--- config.mk ---
export PLATFORM = sky130hd
export DESIGN_NAME = frame_sequencer_flat
export DESIGN_NICKNAME = d
export VERILOG_FILES = /design/src/rtl/frame_sequencer_if.sv /design/src/rtl/frame_sequencer.sv /design/src/flat_wrapper.sv
export SDC_FILE = /design/constraint.sdc
export NUM_CORES = 1
export LEC_CHECK = 0
export ABC_AREA = 1
export CAP_MARGIN = 20
export CORE_MARGIN = 5
export CORE_UTILIZATION = 50
export DETAILED_ROUTE_END_ITERATION = 8
export HOLD_SLACK_MARGIN = 0.1
export PLACE_DENSITY_LB_ADDON = 0.25
export SYNTH_ARGS = -nofsm -noshare
export SYNTH_HDL_FRONTEND = slang
export SYNTH_SLANG_ARGS = --single-unit
export TNS_END_PERCENT = 5
--- constraint.sdc ---
create_clock -name clock -period 2.9 [get_ports clock]
set_input_delay 0.58 -clock clock [delete_from_list [all_inputs] [get_ports clock]]
set_output_delay 0.58 -clock clock [all_outputs]
set_load 0.05 [all_outputs]
--- src/rtl/frame_sequencer_if.sv ---
// frame_sequencer_if: phase handshake, tick and status signals of the frame sequencer
interface frame_sequencer_if;
  logic enable;
  logic erase_done;
  logic update_done;
  logic draw_done;
  logic erase_start;
  logic update_start;
  logic draw_start;
  logic frame_tick;
  logic busy;
  logic [15:0] frame_count;
  logic [7:0] overrun_count;
  modport master (
    input  enable, erase_done, update_done, draw_done,
    output erase_start, update_start, draw_start, frame_tick, busy, frame_count, overrun_count
  );
  modport slave (
    output enable, erase_done, update_done, draw_done,
    input  erase_start, update_start, draw_start, frame_tick, busy, frame_count, overrun_count
  );
endinterface

--- src/rtl/frame_sequencer.sv ---
// frame_sequencer: periodic erase/update/draw frame scheduler; define FRAME_OVERRUN_CNT_EN to build the saturating overrun counter
module frame_sequencer #(
  parameter int PERIOD = 21000,
  parameter int CW = 25
) (
  input logic clock,
  input logic reset,
  frame_sequencer_if.master bus
);
  typedef enum logic [1:0] {IDLE, ERASE, UPDATE, DRAW} state_t;
  state_t state, next;
  logic [CW-1:0] cnt;
  logic fin, drop;
  always_comb begin
    next = state;
    fin = 1'b0;
    drop = 1'b0;
    case (state)
      IDLE: next = bus.frame_tick ? ERASE : IDLE;
      ERASE: begin
        next = bus.erase_done ? UPDATE : ERASE;
        drop = bus.frame_tick;
      end
      UPDATE: begin
        next = bus.update_done ? DRAW : UPDATE;
        drop = bus.frame_tick;
      end
      default: begin
        fin = bus.draw_done;
        next = fin ? (bus.frame_tick ? ERASE : IDLE) : DRAW;
        drop = bus.frame_tick && !fin;
      end
    endcase
  end
  always_ff @(posedge clock) begin
    if (reset) begin
      state <= IDLE;
      cnt <= CW'(PERIOD - 1);
      bus.frame_tick <= 1'b0;
      bus.erase_start <= 1'b0;
      bus.update_start <= 1'b0;
      bus.draw_start <= 1'b0;
      bus.busy <= 1'b0;
      bus.frame_count <= '0;
    end else begin
      state <= next;
      if (bus.enable) cnt <= (cnt == '0) ? CW'(PERIOD - 1) : cnt - 1'b1;
      bus.frame_tick <= bus.enable && cnt == '0;
      bus.erase_start <= next == ERASE && (state != ERASE);
      bus.update_start <= next == UPDATE && state != UPDATE;
      bus.draw_start <= next == DRAW && state != DRAW;
      bus.busy <= next != IDLE;
      bus.frame_count <= bus.frame_count + 16'(fin);
    end
  end
`ifdef FRAME_OVERRUN_CNT_EN
  logic [7:0] ovr;
  always_ff @(posedge clock) begin
    if (reset) ovr <= '0;
    else if (drop && ovr != 8'hff) ovr <= ovr + 8'd1;
  end
  assign bus.overrun_count = ovr;
`else
  logic unused_drop;
  assign unused_drop = drop;
  assign bus.overrun_count = '0;
`endif
endmodule

--- src/flat_wrapper.sv ---
// flat-port wrapper written by rule: the top's interface ports become plain ports
module frame_sequencer_flat 
#(
  parameter int PERIOD = 21000,
  parameter int CW = 25
)
  (clock, reset, bus_enable, bus_erase_done, bus_update_done, bus_draw_done, bus_erase_start, bus_update_start, bus_draw_start, bus_frame_tick, bus_busy, bus_frame_count, bus_overrun_count);
  frame_sequencer_if bus_i ();
  input logic clock;
  input logic reset;
  input wire logic [$bits(bus_i.enable)-1:0] bus_enable;
  input wire logic [$bits(bus_i.erase_done)-1:0] bus_erase_done;
  input wire logic [$bits(bus_i.update_done)-1:0] bus_update_done;
  input wire logic [$bits(bus_i.draw_done)-1:0] bus_draw_done;
  output wire logic [$bits(bus_i.erase_start)-1:0] bus_erase_start;
  output wire logic [$bits(bus_i.update_start)-1:0] bus_update_start;
  output wire logic [$bits(bus_i.draw_start)-1:0] bus_draw_start;
  output wire logic [$bits(bus_i.frame_tick)-1:0] bus_frame_tick;
  output wire logic [$bits(bus_i.busy)-1:0] bus_busy;
  output wire logic [$bits(bus_i.frame_count)-1:0] bus_frame_count;
  output wire logic [$bits(bus_i.overrun_count)-1:0] bus_overrun_count;
  assign bus_i.enable = bus_enable;
  assign bus_i.erase_done = bus_erase_done;
  assign bus_i.update_done = bus_update_done;
  assign bus_i.draw_done = bus_draw_done;
  assign bus_erase_start = bus_i.erase_start;
  assign bus_update_start = bus_i.update_start;
  assign bus_draw_start = bus_i.draw_start;
  assign bus_frame_tick = bus_i.frame_tick;
  assign bus_busy = bus_i.busy;
  assign bus_frame_count = bus_i.frame_count;
  assign bus_overrun_count = bus_i.overrun_count;
  frame_sequencer #(.PERIOD(PERIOD), .CW(CW)) u_core (.clock(clock), .reset(reset), .bus(bus_i));
endmodule
==> Yosys cells after proc, flatten, opt, wreduce, memory -nomap -nowiden <==
Index checks and enable logic that the tools add are counted.
{ "word_totals": {"reg_bits": 48, "input_bits": 6, "wordCells": 33} }
{ "classes": {"n_addsub": 2, "eq_ne": 8, "mux": 7, "n_reduce_logical": 8} }
{ "op_table": {"columns": ["op", "n"], "rows": [
  ["logical NOT 25 bit", 1],
  ["two-way mux 25 bit", 1],
  ["subtractor 25 x 1 -> 25 bit (second input constant)", 1],
  ["adder 16 x 1 -> 16 bit", 1],
  ["equality test 2 bit (second input constant)", 3],
  ["case mux 2 bit (3 select lines)", 1],
  ["equality test 2 x 1 -> 1 bit (second input constant)", 2],
  ["logical AND 1 bit", 4],
  ["two-way mux 2 bit", 2],
  ["inequality test 2 bit (second input constant)", 2],
  ["two-way mux 1 bit", 3],
  ["OR reduction 3 bit", 1],
  ["logical NOT 2 bit", 1],
  ["inequality test 2 x 1 -> 1 bit (second input constant)", 1],
  ["nonzero test 2 bit", 1]
]} }

==> Logic depth before layout (Yosys ltp) <==
{ "depth": {"ltp_word": 5, "ltp_mapped": 11, "depth_no_buf": 11} }

==> Least setup slack after synthesis <==
No wires, ideal clock.
{ "synth_timing": {"path_type": "in2reg", "start": "input port bus_draw_done", "end": "register u_core.bus.frame_count[14]", "setup_time_ns": 0.114, "t_arrival_ns": 1.795, "path_slack_ns": 0.990, "stages": 11, "path_cell_list": "nand3_1 -> inv_1 -> ha_1 -> ha_1 -> nand2_1 -> nor2_1 -> nand4_1 -> nor2_1 -> nand2_1 -> nand2_1 -> nor2_1"} }
{ "synth_between": {"elab_chain_cells": 2} }
{ "synth_lines": {"columns": ["element", "line", "source"], "rows": [
  ["start, declared", "flat_wrapper.sv:14", "input wire logic [$bits(bus_i.draw_done)-1:0] bus_draw_done;"],
  ["two-way mux 1 bit", "frame_sequencer.sv:18", "case (state)"],
  ["adder 16 x 1 -> 16 bit", "frame_sequencer.sv:53", "bus.frame_count <= bus.frame_count + 16'(fin);"],
  ["end signal, assigned", "frame_sequencer.sv:53", null],
  ["end, declared", "frame_sequencer_if.sv:16", "output erase_start, update_start, draw_start, frame_tick, busy, frame_count, overrun_count"]
]} }
No other way between the ends.
A chain may end at the register's enable or synchronous reset.

==> Worst setup path after layout <==
Same ends and word-level chain as after synthesis.

==> impl_metrics.env <==
export IMPL_status="completed"
export IMPL_cp_slowest_stage_delay_ns=0.46
export IMPL_dr_max_layer_used="met4"
export IMPL_slew_viol_final=0
export IMPL_die_h_microns=78.96
export IMPL_nets=381
export IMPL_die_x_microns=78.96
export IMPL_arrival_ns=2.44
export IMPL_wl_met3_microns=172
export IMPL_clock_sinks=48
export IMPL_worstRegToRegCells=11
export IMPL_synth_edf_count=0
export IMPL_cp_end_kind="flip-flop"
export IMPL_hpwl_microns=3487
export IMPL_post_drt_wl_per_cell_microns=11.05
export IMPL_ys_ff_latch=48
export IMPL_portBuffers=26
export IMPL_place_ws_ns=0.3661
export IMPL_cts_buffers=5
export IMPL_cp_num_cells=12
export IMPL_drt_iter0_drc=124
export IMPL_dpl_cell_area_sq_um=2659
export IMPL_clk_latency_ns=0.30
export IMPL_powerDensity_nw_per_um2=418.8
export IMPL_grt_overflow_total=0
export IMPL_ys_flop_type="dfxtp_1"
export IMPL_rows=25
export IMPL_grt_pass1_wl_microns=8280
export IMPL_path_max_fanout=4
export IMPL_core_area_sq_um=4661
export IMPL_yosysUniqueCellTypes=31
export IMPL_fin_worst_skew_ns=0.005901
export IMPL_antenna_found_initial=0
export IMPL_fillers=433
export IMPL_mappedNetlistArea_sq_um=2377
export IMPL_track_usage_pct=16.42
export IMPL_path_class="primary input to flip-flop"
export IMPL_diodes=0
export IMPL_wl_met1_microns=2312
export IMPL_whs_path_depth=2
export IMPL_max_freq_mhz=448.3
export IMPL_num_vias=2065
export IMPL_worst_slack_ns=0.6693
export IMPL_ys_warn_count=0
export IMPL_hold_viol=0
export IMPL_cts_tree="yes"
export IMPL_setup_viol=0
export IMPL_start_util_pct=51.01
export IMPL_cpMaxStageDelayCell="clkdlybuf4s50_1"
export IMPL_dr_wl_met2_microns=2168
export IMPL_hold_buffers=0
export IMPL_power_total_mw=1.154
export IMPL_routed_wl_microns=4719
export IMPL_netlist_instances=343
export IMPL_cp_cell_sequence="clkdlybuf4s50_1, nand3_1, inv_1, ha_1, ha_1, nand2_1, nor2_1, nand4_1, nor2_1, nand2_1, nand2_1, nor2_1"
export IMPL_first_global_vias=1970
export IMPL_gp_congestion=0.8034
export IMPL_cp_start_kind="primary input"
export IMPL_crit_buf_inv=2
export IMPL_ios=35
export IMPL_crit_required_ns=3.11
export IMPL_root_buffer="clkbuf_8"
export IMPL_clock_path_buffers=2
export IMPL_design_area_sq_um=2756
export IMPL_synth_seq_area_share_pct=40.42
export IMPL_regArea_sq_um=960.9
export IMPL_tightest_slew_ns=0.5027
export IMPL_dieArea_sq_um=6234
export IMPL_drc=0
export IMPL_fin_crit_sh_pct=76.92
export IMPL_drive_above_1_share_pct=6.702
export IMPL_clk_pin_slew_ns=0.09
export IMPL_cap_violations=0
export IMPL_area_growth_syn_to_layout_pct=15.95
export IMPL_postRouteAntennaNets=0
export IMPL_period_minus_slack_ns=2.231
export IMPL_peakVddDrop_uv=236.6
export IMPL_cellLeakagePower_nw=1.157
export IMPL_hold_class="flip-flop to flip-flop"
export IMPL_firstDrtPassIters=4
export IMPL_max_slew_margin_pct=66.38
export IMPL_synth_avg_cell_area_sq_um=6.931
export IMPL_cts_setup_buffers=0
export IMPL_htree_levels=2
export IMPL_synth_async_sr_flop_share_pct=0
export IMPL_cp_top_family="simple AND/OR/NAND/NOR gates"
export IMPL_rsz0062_at_grt="false"
export IMPL_routed_via_density=4.836
export IMPL_setup_tns_final_ns=0
export IMPL_multi_input_area_sq_um=1209
export IMPL_cts_repair_resized=0
export IMPL_grt_max_degree=20
## worst register-to-register path: cells and delay by family, from the launching register on
| kind | cells | cell delay [ns] |
|---|---|---|
| flip-flops | 1 | 0.42 |
| adder cells (fa/ha/maj) | 2 | 0.34 |
| buffers and inverters | 1 | 0.09 |
| AND/OR/NAND/NOR | 8 | 1.03 |
## cells by family after synthesis
group	share of synthesized area (%)
simple gates	37.68
fa+ha+maj	1.579
other cells	0.1577
xor+xnor	5.158
buf+inv	9.842
compound gates	5.158
flops	40.42
## sequential cells by signal (all words and copies together), names as in the netlist
signal and flops:
u_core.cnt 25, u_core.bus.frame_count 16, u_core.state 2, u_core.bus.busy 1, u_core.bus.draw_start 1, u_core.bus.erase_start 1, u_core.bus.frame_tick 1, u_core.bus.update_start 1
## synthesized netlist by cell type, types with 2 or more instances
master    number  area, sq um
nand2_4        2        22.52
xnor2_1        7        61.31
buf_4          8        60.06
nand2_1       80        300.3
inv_2          2        7.510
nor2_1        79        296.5
a21oi_1        9        45.04
o21ai_0        8        40.04
xor2_1         7        61.31
nor2_4         3        33.78
clkbuf_1       3        11.26
nor2_2         4        25.02
o21bai_1       2        15.01
dfxtp_1       48        960.9
nand4_1        8        50.05
nand3_1       20        100.1
ha_1           3        37.54
inv_1         37        138.9
## path summary, 6_finish.rpt
| path | from | to | slack, ns |
|---|---|---|---|
| setup / recovery | bus_draw_done | u_core.bus.frame_count[14] | 0.67 |
| hold / removal | u_core.cnt[24] | u_core.cnt[24] | 0.47 |
| setup reg to reg | u_core.state[0] | u_core.bus.frame_count[14] | 0.94 |
| hold reg to reg | u_core.cnt[24] | u_core.cnt[24] | 0.47 |
## stage by stage
step	hold WS [ns]	std cells	util (%)
finish	0.4691	427	59.14
global route	0.4859	427	59.14
CTS	0.4733	427	59.14
detailed placement	0.4587	419	57.05
global placement	0.4307	419	57.05
floorplan	0.4215	350	-
## cell usage in the layout (no fill, tap or decap), types with 2 or more instances in the layout
master,Yosys,routed
a21oi_1,9,9
buf_4,8,2
clkbuf_8,0,6
clkdlybuf4s50_1,0,26
clkinvlp_4,0,2
conb_1,1,8
dfxtp_1,48,48
ha_1,3,3
inv_1,37,37
inv_2,2,2
nand2_1,80,80
nand2_4,2,2
nand3_1,20,20
nand4_1,8,8
nor2_1,79,79
nor2_2,4,4
nor2_4,3,3
o21ai_0,8,8
o21bai_1,2,2
xnor2_1,7,7
xor2_1,7,7
## cell type report
type | count | area share, %
inverters | 39 | 5.311
multi-input cells | 250 | 43.85
clock buffers | 6 | 2.996
flip-flops and latches | 48 | 34.86
well taps | 54 | 2.451
clock inverters | 2 | 0.5447
repair buffers | 28 | 9.986
## layer usage
layer | global-route usage (%) | vias up
li1 | - | 1100
met1 | 20.95 | 922
met2 | 26.40 | 36
met3 | 4.649 | 7
met4 | 6.186 | 0
met5 | 0 | -
## where the power goes
| group | internal (mW) | total (mW) | leakage [nW] | switching, mW |
|---|---|---|---|---|
| combinational | 0.0162 | 0.0652 | 0.726 | 0.0491 |
| clock | 0.193 | 0.425 | 0.0434 | 0.232 |
| sequential | 0.662 | 0.664 | 0.387 | 0.00243 |
No activity file was read; power rests on OpenSTA's default activity.
